[src/rtl/clock_reset_pkg.sv]
// Shared defaults and types for the board clock-enable / reset generator.
package clock_reset_pkg;

  localparam int          CNT_W_DEFAULT = 32;
  localparam logic [31:0] DIV_DEFAULT   = 32'd25_000_000;
  localparam int          POR_DEFAULT   = 16;
  localparam int          SYNC_STAGES   = 2;

  typedef enum logic [1:0] {
    CH_IDLE  = 2'd0,
    CH_COUNT = 2'd1,
    CH_WRAP  = 2'd2
  } ch_phase_e;

  // Channel-select width; a single channel still needs a 1-bit port.
  function automatic int sel_width(input int n);
    return (n > 1) ? $clog2(n) : 1;
  endfunction

endpackage

[src/rtl/clk_div_chan.sv]
// One divider channel: free-running counter, tick pulse, square wave and a
// shadow divisor that only takes effect on a period boundary.
module clk_div_chan
  import clock_reset_pkg::*;
#(
  parameter int               CNT_W   = CNT_W_DEFAULT,
  parameter logic [CNT_W-1:0] DIV_RST = CNT_W'(DIV_DEFAULT)
) (
  input  logic             clk,
  input  logic             rst_n,
  input  logic             run,
  input  logic             en,
  input  logic             load,
  input  logic [CNT_W-1:0] load_val,
  output logic             tick,
  output logic             sq
);

  localparam logic [CNT_W-1:0] ZERO = {CNT_W{1'b0}};
  localparam logic [CNT_W-1:0] ONE  = CNT_W'(1);

  logic [CNT_W-1:0] cnt_q, cnt_d;
  logic [CNT_W-1:0] div_q, div_d;
  logic [CNT_W-1:0] shadow_q, shadow_d;
  logic             pending_q, pending_d;
  logic             tick_q, tick_d;
  logic             sq_q, sq_d;
  ch_phase_e        phase_s;

  // Classify the cycle: halted (no run, no enable, or divisor 0), counting, or terminal.
  always_comb begin
    if (!run || !en || (div_q == ZERO)) begin
      phase_s = CH_IDLE;
    end else if (cnt_q == (div_q - ONE)) begin
      phase_s = CH_WRAP;
    end else begin
      phase_s = CH_COUNT;
    end
  end

  // Next-state: a halted channel adopts a pending divisor at once, a running one only at wrap.
  always_comb begin
    cnt_d     = cnt_q;
    div_d     = div_q;
    tick_d    = 1'b0;
    sq_d      = sq_q;
    if (load) begin
      shadow_d  = load_val;
      pending_d = 1'b1;
    end else begin
      shadow_d  = shadow_q;
      pending_d = pending_q;
    end
    case (phase_s)
      CH_IDLE: begin
        cnt_d = ZERO;
        if (pending_q) begin
          div_d     = shadow_q;
          pending_d = load;
        end else begin
          div_d = div_q;
        end
      end
      CH_WRAP: begin
        cnt_d  = ZERO;
        tick_d = 1'b1;
        sq_d   = ~sq_q;
        if (load) begin
          div_d     = load_val;
          pending_d = 1'b0;
        end else if (pending_q) begin
          div_d     = shadow_q;
          pending_d = 1'b0;
        end else begin
          div_d = div_q;
        end
      end
      CH_COUNT: begin
        cnt_d = cnt_q + ONE;
      end
      default: begin
        cnt_d = ZERO;
      end
    endcase
  end

  // Channel state registers.
  always_ff @(posedge clk or negedge rst_n) begin
    if (!rst_n) begin
      cnt_q     <= ZERO;
      div_q     <= DIV_RST;
      shadow_q  <= DIV_RST;
      pending_q <= 1'b0;
      tick_q    <= 1'b0;
      sq_q      <= 1'b0;
    end else begin
      cnt_q     <= cnt_d;
      div_q     <= div_d;
      shadow_q  <= shadow_d;
      pending_q <= pending_d;
      tick_q    <= tick_d;
      sq_q      <= sq_d;
    end
  end

  assign tick = tick_q;
  assign sq   = sq_q;

endmodule

[src/rtl/clock_reset_gen.sv]
// Board-level reset stretcher and multi-channel clock-enable generator.
// Channels stay frozen until the stretched reset has been released.
module clock_reset_gen
  import clock_reset_pkg::*;
#(
  parameter int                      NUM_CH     = 4,
  parameter int                      CNT_W      = CNT_W_DEFAULT,
  parameter logic [NUM_CH*CNT_W-1:0] DIV_INIT   = {NUM_CH{CNT_W'(DIV_DEFAULT)}},
  parameter int                      POR_CYCLES = POR_DEFAULT
) (
  input  logic                         clk,
  input  logic                         clrn,
  input  logic [NUM_CH-1:0]            en,
  input  logic                         div_load,
  input  logic [sel_width(NUM_CH)-1:0] div_sel,
  input  logic [CNT_W-1:0]             div_val,
  output logic [NUM_CH-1:0]            tick,
  output logic [NUM_CH-1:0]            sq,
  output logic                         rst_out,
  output logic                         rst_n_out,
  output logic                         por_done
);

  localparam int               POR_W    = $clog2(POR_CYCLES + 1);
  localparam logic [POR_W-1:0] POR_LAST = POR_W'(POR_CYCLES - 1);

  logic [SYNC_STAGES-1:0] sync_q, sync_d;
  logic [POR_W-1:0]       por_cnt_q, por_cnt_d;
  logic                   por_done_q, por_done_d;
  logic                   rst_out_q, rst_out_d;
  logic                   rst_n_out_q, rst_n_out_d;
  logic [NUM_CH-1:0]      load_s;

  // Release synchroniser and POR stretch counter; once done, reset stays released.
  always_comb begin
    sync_d      = {sync_q[SYNC_STAGES-2:0], 1'b1};
    por_done_d  = por_done_q;
    rst_out_d   = rst_out_q;
    rst_n_out_d = rst_n_out_q;
    if (sync_q[SYNC_STAGES-1] && !por_done_q) begin
      if (por_cnt_q == POR_LAST) begin
        por_cnt_d   = por_cnt_q;
        por_done_d  = 1'b1;
        rst_out_d   = 1'b0;
        rst_n_out_d = 1'b1;
      end else begin
        por_cnt_d = por_cnt_q + POR_W'(1);
      end
    end else begin
      por_cnt_d = por_cnt_q;
    end
  end

  // Reset-domain registers; clrn clears asynchronously, release is clocked.
  always_ff @(posedge clk or negedge clrn) begin
    if (!clrn) begin
      sync_q      <= {SYNC_STAGES{1'b0}};
      por_cnt_q   <= {POR_W{1'b0}};
      por_done_q  <= 1'b0;
      rst_out_q   <= 1'b1;
      rst_n_out_q <= 1'b0;
    end else begin
      sync_q      <= sync_d;
      por_cnt_q   <= por_cnt_d;
      por_done_q  <= por_done_d;
      rst_out_q   <= rst_out_d;
      rst_n_out_q <= rst_n_out_d;
    end
  end

  // Load strobe decode; selects beyond the last channel match nothing.
  always_comb begin
    load_s = {NUM_CH{1'b0}};
    for (int i = 0; i < NUM_CH; i++) begin
      if (div_load && (int'(div_sel) == i)) begin
        load_s[i] = 1'b1;
      end else begin
        load_s[i] = 1'b0;
      end
    end
  end

  for (genvar g = 0; g < NUM_CH; g++) begin : g_ch
    clk_div_chan #(
      .CNT_W   (CNT_W),
      .DIV_RST (DIV_INIT[g*CNT_W +: CNT_W])
    ) u_chan (
      .clk      (clk),
      .rst_n    (clrn),
      .run      (por_done_q),
      .en       (en[g]),
      .load     (load_s[g]),
      .load_val (div_val),
      .tick     (tick[g]),
      .sq       (sq[g])
    );
  end

  assign rst_out   = rst_out_q;
  assign rst_n_out = rst_n_out_q;
  assign por_done  = por_done_q;

endmodule

[config.mk]
export PLATFORM = sky130hd
export DESIGN_NAME = clock_reset_gen
export DESIGN_NICKNAME = d
export VERILOG_FILES = /design/src/rtl/clock_reset_pkg.sv /design/src/rtl/clk_div_chan.sv /design/src/rtl/clock_reset_gen.sv
export SDC_FILE = /design/constraint.sdc
export NUM_CORES = 1
export LEC_CHECK = 0
export BUFFER_PORTS_ARGS = -buffer_cell sky130_fd_sc_hd__clkbuf_2
export CAP_MARGIN = 20
export CORE_MARGIN = 5
export CORE_UTILIZATION = 45
export DETAILED_ROUTE_END_ITERATION = 6
export RECOVER_POWER = 25
export SYNTH_ARGS = -nofsm -noshare
export SYNTH_HDL_FRONTEND = slang
export SYNTH_HIERARCHICAL = 1
export SYNTH_SLANG_ARGS = --single-unit
[constraint.sdc]
create_clock -name clk -period 3.5 [get_ports clk]
set_clock_uncertainty 0.2 [all_clocks]
set_input_delay 0.525 -clock clk [delete_from_list [all_inputs] [get_ports clk]]
set_output_delay 0.525 -clock clk [all_outputs]
set_load 0.01 [all_outputs]
==> run_results.csv, run 1 <==
group,metric,value,unit
layout,syn_to_final_growth,12.85,%
setup_path,required,3810,ps
sta,drv_slew,232,
clock_tree,cts_max_level,2,
pwr,power_leakage,0.01104,µW
die,die_x,241.7,µm
pwr,clock_power_share,27.1,%
sta,max_freq,0.2961,GHz
layout,drive_above_1_share,21.92,%
global_route,grt_pass1_wl,106900,µm
clock_tree,cts_tree,"done",
run_status,status,"complete, but fails checks",
pwr,switchingPower,6870,µW
layout,nets,2655,
logic_synthesis,synth_compound_area_share,14.66,%
die,start_util,45.18,%
logic_synthesis,synthesis.area_per_instance,9.441,µm²
drt,vias_per_cell,5.817,
logic_synthesis,synth_top_family_by_area,"simple AND/OR/NAND/NOR gates",
die,die_y,241.7,µm
logic_synthesis,synth_fp_nets,2611,
setup_path,rrSetupSlack,120,ps
logic_synthesis,ys_async_sr_fraction,100.0,%
logic_synthesis,synth_edf_count,0,
global_route,grt_overflow_total,0,
clock_tree,cts.reportedPaths.clkPinSlew,60,ps
run_status,violations,"capacitance limit, slew limit",
sta,worstMarginPinSlew,2324,ps
logic_synthesis,synthCells,2560,
drt,drt-total-wl,67100,µm
sta,finalHoldViolCount,0,
pwr,max-vdd-ir-drop,460.1,µV
logic_synthesis,ys.flop_type,"dfrtp_1",
place,port_buffers,51,
logic_synthesis,synth_area,24170,µm²
global_route,grt_max_degree,91,
sta,final.min_clock_period,3377,ps
setup_path,critPathKind,"register to register",
logic_synthesis,yosysSeqAreaShare,42.44,%
die,io_pins,52,
pwr,sw_frac_of_total,36.46,%
logic_synthesis,synth.ff_latch_count,405,
sta,fin_crit_sh,96.48,%
clock_tree,ctsLongestPathBuffers,3,
min_path,hold_path_class,"register to register",
drt,vias,19424,
clock_tree,cts_buffers,46,
global_route,groute.usage.overall,22.36,%
logic_synthesis,synthMuxAreaShare,3.463,%
logic_synthesis,yosys_warnings,6,
job,maxCapViolCount,4,
die,rows,85,
setup_path,cp.arrival,3690,ps
global_route,first_global_vias,19124,
drt,ant_nets,0,
drt,wl_per_cell,20.09,µm
layout,multi_input_area,12570,µm²
layout,fillCellCount,4991,
clock_tree,clock_latency,590,ps
sta,final-setup-viol-count,0,
layout,seq_area,10260,µm²
drt,dr.pass1.iters,5,
logic_synthesis,synth.distinct_cells,91,
setup_path,crit_fanout,5,
setup_path,end_kind,"register",
pwr,p_total,18840,µW
place,placed_area,25450,µm²
layout,final_cell_area,27270,µm²
place,dp_hpwl,46540,µm
drt,dr.first_iter.drc_count,1185,
die,dieArea,58440,µm²
global_route,antenna_found_initial,6,
pwr,power.internal,11970,µW
die,coreArea,53500,µm²
drt,drc,0,
pwr,powerDensity,690.8,nW/µm²
logic_synthesis,synth-adder-area-share,0.5177,%
sta,worst_slew_margin_rel,-54.94,%
pwr,p_comb_share,34.8,%
clock_tree,clock_sinks,405,
clock_tree,cts_root_buf,"clkbuf_16",
logic_synthesis,synthSimpleGateAreaFrac,22.31,%
place,gp_congestion,0.8990,
pwr,p_seq_share,38.1,%
setup_path,startpoint_type,"register",
logic_synthesis,synth-xor-area-share,10.26,%
-- cell families after synthesis --
family | after synthesis
buffers and inverters | 328
AO/OA/AOI/OAI | 466
XOR/XNOR | 283
multiplexers | 75
adder cells (fa/ha/maj) | 10
other | 1
flip-flops | 405
AND/OR/NAND/NOR | 992
-- cells in the final DEF, fill, tap and decap left out, types with 71 or more instances in the layout --
| cell | count |
|---|---|
| xnor2_1 | 142 |
| inv_1 | 154 |
| and3_1 | 104 |
| xor2_1 | 141 |
| dfstp_2 | 97 |
| nor2_1 | 277 |
| nand3_1 | 86 |
| dfrtp_1 | 307 |
| nand2_1 | 159 |
| o21ai_0 | 82 |
| buf_4 | 85 |
| a31oi_1 | 71 |
-- timing repair --
item / 4_1_cts / 5_1_grt
gates cloned: 2 / 3
endpoints found under the hold margin: 47 / 0
setup buffers: 0 / 7
setup endpoints to repair: 42 / 255
gates resized for setup: 1 / 27
hold buffers: 1 / 0
pin swaps: 2 / 12
-- through the flow --
step / cells / setup TNS (ps) / util (%) / hold WS, ps / setup slack [ps]
finish: 3339 / 0 / 50.98 / 146.3 / 123.3
CTS: 3327 / 0 / 50.62 / 147.7 / 25.21
global placement: 3239 / 0 / 47.57 / 134.6 / 8.472
floorplan: 2560 / 0 / - / 29.41 / 258.9
global route: 3337 / -114.9 / 50.97 / 151.6 / -60.89
detailed placement: 3239 / -50.80 / 47.57 / 134.7 / -23.64
-- worst max-delay path, stage by stage, from the launching register on --
cell	delay, ps
dfrtp_1	440
inv_2	100
ha_4	180
nor3b_4	150
clkdlybuf4s15_2	260
nand4_1	70
or4b_1	500
a311o_1	380
nor4_2	170
nand4_1	190
nor4b_4	350
buf_4	180
xor2_1	130
-- layout make-up --
class	instances	share of cell area, %
antenna	2	0.01835
clock buffer	68	4.858
clock inverter	17	0.9955
inverter	155	2.133
multi-input combinational	1830	46.10
sequential	405	37.61
tap	696	3.193
timing repair buffer	166	5.092
-- final timing paths --
check                                   startpoint                  endpoint  depth (start not counted)
max                        g_ch[2].u_chan/div_q[1]         g_ch[2].u_chan/sq                         12
min                                      sync_q[0]                 sync_q[1]                          0
max reg2reg                g_ch[2].u_chan/div_q[1]         g_ch[2].u_chan/sq                         12
min reg2reg                              sync_q[0]                 sync_q[1]                          0
max in group asynchronous                     clrn  g_ch[2].u_chan/cnt_q[27]                          3
min in group asynchronous                     clrn   g_ch[1].u_chan/cnt_q[7]                          2
-- state kept, by name (all words and copies together) (netlist names) --
name / flops
por_cnt_q: 5
g_ch.u_chan/div_q: 128
g_ch.u_chan/sq: 4
g_ch.u_chan/shadow_q: 128
g_ch.u_chan/cnt_q: 128
g_ch.u_chan/tick: 4
por_done: 1
sync_q: 2
rst_out: 1
g_ch.u_chan/pending_q: 4
-- metal layers --
| layer | up-vias | global-route usage, % | wire length, µm |
|---|---|---|---|
| met1 | 9643 | 30.31 | 29700 |
| met2 | 506 | 36.35 | 31410 |
| li1 | 9155 | - | - |
| met3 | 112 | 4.627 | 3890 |
| met4 | 8 | 6.965 | 2047 |
| met5 | - | 0 | 51 |
-- cell usage after synthesis (all sizes together), types with 7 or more instances --
cell,n,area share (%)
a211oi,12,0.41
a21o,8,0.25
a21oi,87,2.7
a31oi,72,1.9
and2,12,0.37
and3,106,2.8
and4,14,0.53
buf,93,2.7
clkbuf,80,1.2
dfrtp,308,32
dfstp,97,11
ha,10,0.52
inv,155,2.4
mux2,69,3.2
nand2,163,2.6
nand2b,11,0.28
nand3,88,1.9
nand3b,16,0.50
nand4,63,1.9
nor2,284,4.6
nor2b,8,0.21
nor3,78,1.8
nor3b,18,0.61
nor4,52,1.6
nor4b,10,0.47
o21a,7,0.22
o21ai,84,1.8
o22ai,64,2.3
o2bb2ai,66,2.4
or3,22,0.57
or4,22,0.75
xnor2,142,5.1
xor2,141,5.1
-- power by group through the flow --
stage / registers [µW] / logic [µW] / clock network, µW
after floorplan: 6560 / 4840 / 0
after global placement: 7170 / 6180 / 0
after detailed placement: 7200 / 6290 / 0
after CTS: 7130 / 6340 / 5260
after global routing: 7310 / 7190 / 5460
final: 7180 / 6550 / 5110
Power figures use the tool's default switching activity.
==> inputs of run 2 (changes only) <==
Settings changed: ABC_AREA set to 1.
==> run_results.csv, run 2 <==
group,metric,value,unit
drt,wl_per_cell,15.81,µm
logic_synthesis,synthesis.area_per_instance,6.646,µm²
setup_path,cpPeakStageDelay,1590,ps
sta,worstMarginPinSlew,2575,ps
drt,dr.pass1.iters,5,
setup_path,end_kind,"register",
drt,ant_nets,0,
clock_tree,cts_tree,"done",
logic_synthesis,synth.ff_latch_count,405,
logic_synthesis,synth.distinct_cells,44,
setup_path,critPathKind,"input port to register",
logic_synthesis,synth_edf_count,0,
layout,nets,4049,
sta,final.min_clock_period,3178,ps
layout,mostFrequentLayoutCells,"1192 x nand2_1, 560 x nor2_1, 548 x inv_1",
logic_synthesis,yosysMostFrequentCell,"nand2_1",
pwr,powerDensity,677.8,nW/µm²
sta,drv_slew,222,
logic_synthesis,synthTopCellsByCount,"1192 x nand2_1, 560 x nor2_1, 548 x inv_1",
sta,rsz0062_at_grt,"no",
pwr,max-vdd-ir-drop,376.4,µV
die,rows,88,
global_route,grt_max_degree,91,
clock_tree,clock_sinks,405,
clock_tree,cts_buffers,48,
die,die_x,252.5,µm
global_route,groute.usage.overall,23.60,%
die,dieArea,63760,µm²
setup_path,crit_fanout,67,
die,io_pins,52,
die,die_y,252.5,µm
layout,num_antenna_cells,0,
clock_tree,holdBufCountCts,1,
run_status,violations,"capacitance limit, slew limit",
pwr,power_leakage,0.01430,µW
die,start_util,45.61,%
logic_synthesis,synthTopCellsByArea,"dfrtp_1 29%, nand2_1 17%, dfstp_2 9.6%",
clock_tree,cts.reportedPaths.clkPinSlew,60,ps
setup_path,startpoint_type,"input port",
clock_tree,cts_max_level,2,
clock_tree,clock_latency,600,ps
clock_tree,cts-resized-gates,0,
setup_path,critPathTopFamily,"buffers and inverters",
layout,final_common_cell,"nand2_1",
place,dp_hpwl,53810,µm
logic_synthesis,synth_area,26470,µm²
die,coreArea,58030,µm²
setup_path,required,3780,ps
pwr,sw_frac_of_total,41.26,%
logic_synthesis,yosys_warnings,6,
pwr,p_total,19760,µW
sta,max_freq,0.3147,GHz
job,maxCapViolCount,3,
setup_path,cp.arrival,3460,ps
sta,hold_ws,78.23,ps
layout,fillCellCount,5908,
layout,drive_above_1_share,9.386,%
setup_path,cp_num_buf_inv,4,
sta,worst_slew_margin_rel,-71.69,%
run_status,status,"complete, but fails checks",
logic_synthesis,synth_fp_nets,4033,
drt,vias_per_cell,5.042,
global_route,grt_overflow_total,0,
drt,vias,24216,
drt,drt-total-wl,75930,µm
sta,final-setup-viol-count,0,
place,port_buffers,51,
layout,syn_to_final_growth,10.18,%
sta,fin_crit_sh,90.79,%
place,placed_area,27570,µm²
pwr,clock_power_share,26.3,%
setup_path,cp_slowest_cell,"dlymetal6s2s_1",
global_route,antenna_found_initial,0,
clock_tree,ctsLongestPathBuffers,3,
place,gp_congestion,0.9102,
setup_path,crit_chain,"clkbuf_1, inv_1, nor3_1, dlymetal6s2s_1, nand4_1, buf_4, nand2_1, a21oi_1",
drt,dr.first_iter.drc_count,1684,
logic_synthesis,synth_top_area_share,29.12,%
logic_synthesis,yosysSeqAreaShare,38.75,%
pwr,power.internal,11610,µW
global_route,grt_pass1_wl,123000,µm
sta,tns,0,ps
pwr,p_seq_share,38.6,%
pwr,p_comb_share,35.1,%
global_route,first_global_vias,22643,
logic_synthesis,synthCells,3982,
layout,final_cell_area,29160,µm²
drt,drc,0,
clock_tree,cts_root_buf,"clkbuf_16",
layout,top_regs,"g_ch.u_chan/cnt_q (128), g_ch.u_chan/div_q (128), g_ch.u_chan/shadow_q (128)",
sta,finalHoldViolCount,0,
logic_synthesis,ys_async_sr_fraction,100.0,%
min_path,hold_path_class,"input port to register",
logic_synthesis,ys.flop_type,"dfrtp_1",
pwr,switchingPower,8155,µW
logic_synthesis,yosys.area.top_type,"dfrtp_1",
clock_tree,cts_setup_buffers,0,
[run 2: cell count changes after synthesis, moves of 66 or more]
cell and delta:
mux2_2 -67, nand2_1 +1033, inv_1 +393, o21ai_0 +238, xnor2_1 -79, a21oi_1 +155, and3_1 -104, nor2_1 +280
o2bb2ai_1 -66
[run 2: cell families after synthesis]
family | count (synthesis) | synth area share [%]
simple gates | 2178 | 34.74
buf+inv | 695 | 10.54
compound gates | 540 | 10.40
flops | 405 | 38.75
xor+xnor | 151 | 4.997
fa+ha+maj | 10 | 0.4728
mux | 2 | 0.08509
other cells | 1 | 0.01417
[run 2: power by group through the flow]
stage                     clock network, µW  logic (µW)  registers, µW
after floorplan                           0        5540           6990
after global placement                    0        6840           7660
after detailed placement                  0        6890           7650
after CTS                              5340        6930           7600
after global routing                   5530        8010           7780
final                                  5200        6950           7620
[run 2: tightest hold or removal path, cell delays in order]
cell	delay [ps]
clkbuf_2	170
nand2_1	120
nand2_1	50
[run 2: worst paths after layout]
path	cells after the start	start	slack (ps)	to
min in group asynchronous	2	clrn	970	g_ch[0].u_chan/cnt_q[11]
max in group asynchronous	2	clrn	520	g_ch[1].u_chan/div_q[8]
setup / recovery	8	div_sel[0]	320	g_ch[3].u_chan/div_q[10]
hold reg to reg	0	sync_q[0]	150	sync_q[1]
setup reg to reg	16	g_ch[2].u_chan/div_q[2]	430	g_ch[2].u_chan/div_q[3]
hold / removal	3	div_val[19]	80	g_ch[1].u_chan/shadow_q[19]
[run 2: cell type report]
type / instances / area, µm² / area share, %
clock buffers: 74 / 1430 / 4.904
clock inverters: 16 / 200.2 / 0.6865
inverters: 564 / 2118 / 7.264
multi-input cells: 2882 / 13440 / 46.08
flip-flops and latches: 405 / 10260 / 35.18
well taps: 765 / 957.2 / 3.282
repair buffers: 97 / 758.2 / 2.600
[run 2: per-stage QoR]
step	std cells	utilization (%)	setup slack, ps
after floorplan	3982	-	1045
final	4803	50.25	322.4
after detailed placement	4711	47.51	447.8
after global routing	4803	50.25	51.16
after CTS	4802	50.33	422.5
after global placement	4710	47.46	501.6
[run 2: metal layers]
metal / up-vias / global-route usage [%] / part of all wire [%]
li1: 12456 / - / -
met1: 11197 / 34.12 / 48
met2: 468 / 37.07 / 44
met3: 95 / 3.025 / 4.4
met4: 0 / 7.398 / 3.1
met5: - / 0 / 0
==> inputs of run 3 (changes only) <==
Settings changed: BUFFER_PORTS_ARGS -buffer_cell sky130_fd_sc_hd__clkbuf_2 to -buffer_cell sky130_fd_sc_hd__buf_2.
==> run_results.csv, run 3 (synthesis results as in run 2) <==
group,metric,value,unit
run_status,status,"complete, but fails checks",
run_status,violations,"capacitance limit, slew limit",
clock_tree,cts-resized-gates,0,
die,die_y,252.5,µm
pwr,powerDensity,688.2,nW/µm²
sta,fin_crit_sh,90.32,%
layout,final_common_cell,"nand2_1",
clock_tree,cts_max_level,2,
clock_tree,cts_buffers,47,
die,io_pins,52,
min_path,min-delay-start,"div_val[13]",
pwr,power_leakage,0.01440,µW
layout,top_regs,"g_ch.u_chan/cnt_q (128), g_ch.u_chan/div_q (128), g_ch.u_chan/shadow_q (128)",
place,dp_hpwl,55240,µm
sta,tns,0,ps
die,rows,88,
die,dieArea,63760,µm²
place,gp_congestion,0.9445,
drt,dr.pass1.iters,6,
pwr,p_comb_share,34.7,%
sta,rsz0062_at_grt,"no",
setup_path,required,3770,ps
clock_tree,clock_latency,590,ps
setup_path,startpoint_type,"input port",
setup_path,crit_chain,"clkbuf_1, inv_1, nor3_2, dlymetal6s4s_1, nand4_1, buf_4, nand2_1, a21oi_1",
place,port_buffers,51,
layout,final_cell_area,29390,µm²
setup_path,end_kind,"register",
layout,num_antenna_cells,0,
pwr,max-vdd-ir-drop,373.3,µV
clock_tree,cts_tree,"done",
die,coreArea,58030,µm²
setup_path,critPathTopFamily,"buffers and inverters",
setup_path,critPathKind,"input port to register",
sta,worst_slew_margin_rel,-68.07,%
clock_tree,cts_root_buf,"clkbuf_16",
clock_tree,cts_setup_buffers,0,
sta,final.min_clock_period,3161,ps
pwr,p_total,20230,µW
setup_path,crit_fanout,67,
sta,drv_slew,147,
clock_tree,ctsLongestPathBuffers,3,
clock_tree,holdBufCountCts,1,
global_route,grt_overflow_total,0,
job,maxCapViolCount,2,
sta,finalHoldViolCount,0,
pwr,p_seq_share,37.7,%
drt,wl_per_cell,15.89,µm
place,placed_area,27650,µm²
layout,drive_above_1_share,9.619,%
min_path,hold_path_class,"input port to register",
pwr,switchingPower,8183,µW
drt,dr.first_iter.drc_count,1770,
global_route,first_global_vias,22818,
layout,nets,4057,
sta,max_freq,0.3163,GHz
drt,ant_nets,0,
layout,utilization,50.65,%
pwr,power.internal,12040,µW
setup_path,worstReg2RegStart,"g_ch[1].u_chan/div_q[0]",
drt,vias,24202,
sta,final-setup-viol-count,0,
clock_tree,cts.reportedPaths.clkPinSlew,60,ps
clock_tree,clock_sinks,405,
drt,drt-total-wl,76400,µm
setup_path,cp.arrival,3430,ps
setup_path,cp_slowest_cell,"dlymetal6s4s_1",
sta,worstMarginPinSlew,2521,ps
global_route,groute.usage.overall,23.92,%
pwr,sw_frac_of_total,40.46,%
drt,drc,0,
setup_path,cpPeakStageDelay,1700,ps
die,die_x,252.5,µm
layout,mostFrequentLayoutCells,"1192 x nand2_1, 560 x nor2_1, 548 x inv_1",
drt,vias_per_cell,5.033,
die,start_util,45.61,%
setup_path,crit_start,"div_load",
layout,syn_to_final_growth,11.04,%
global_route,antenna_found_initial,0,
setup_path,cp_num_buf_inv,4,
global_route,grt_max_degree,86,
pwr,clock_power_share,27.6,%
global_route,grt_pass1_wl,124700,µm
-- run 3: cell types whose count changed in the layout (fill, tap and decap cells not counted) --
| cell | delta |
|---|---|
| buf_2 | +49 |
| buf_12 | +4 |
| clkbuf_2 | -47 |
| clkinvlp_4 | +1 |
| clkinv_2 | -2 |
| bufinv_16 | +5 |
| inv_6 | -3 |
| clkbuf_1 | -3 |
| clkinv_4 | -1 |
| clkbuf_8 | +3 |
| dlymetal6s2s_1 | -1 |
| buf_4 | +1 |
-- run 3: per-stage QoR --
step / cells / worst slack (ps) / hold WS (ps)
after floorplan: 3982 / 1045 / 29.41
after global placement: 4720 / 445.8 / 132.6
after detailed placement: 4720 / 414.7 / 139.4
after CTS: 4808 / 395.8 / 24.39
after global routing: 4809 / 53.40 / 49.45
final: 4809 / 338.9 / 51.60
-- run 3: final timing paths --
path,depth (start not counted),end,slack [ps]
max,8,g_ch[3].u_chan/div_q[0],340
min,3,g_ch[0].u_chan/shadow_q[13],50
max reg2reg,15,g_ch[1].u_chan/div_q[27],400
min reg2reg,0,sync_q[1],150
max in group asynchronous,2,g_ch[3].u_chan/shadow_q[0],560
min in group asynchronous,2,g_ch[0].u_chan/cnt_q[13],1020
-- run 3: tightest hold or removal path, cell delays in order --
cell,delay [ps]
buf_2,160
nand2_1,100
nand2_1,50
-- run 3: metal layers --
layer	track usage, %	share of wire, %
met1	34.78	48
met3	3.406	4.7
met5	0	0
met4	6.839	3.1
met2	37.40	44
-- run 3: power groups by stage --
stage | combinational (µW) | clock, µW | sequential (µW)
floorplan | 5540 | 0 | 6990
global placement | 6910 | 0 | 7670
detailed placement | 6940 | 0 | 7670
CTS | 6990 | 5730 | 7610
global route | 8130 | 5930 | 7800
finish | 7010 | 5580 | 7630
-- run 3: final cells by class --
cell class | instances | area, µm²
Clock buffer | 71 | 1449
Clock inverter | 16 | 312.8
Fill cell | 5957 | 28640
Inverter | 564 | 2118
Multi-Input combinational cell | 2882 | 13440
Sequential cell | 405 | 10260
Tap cell | 765 | 957.2
Timing Repair Buffer | 106 | 854.6
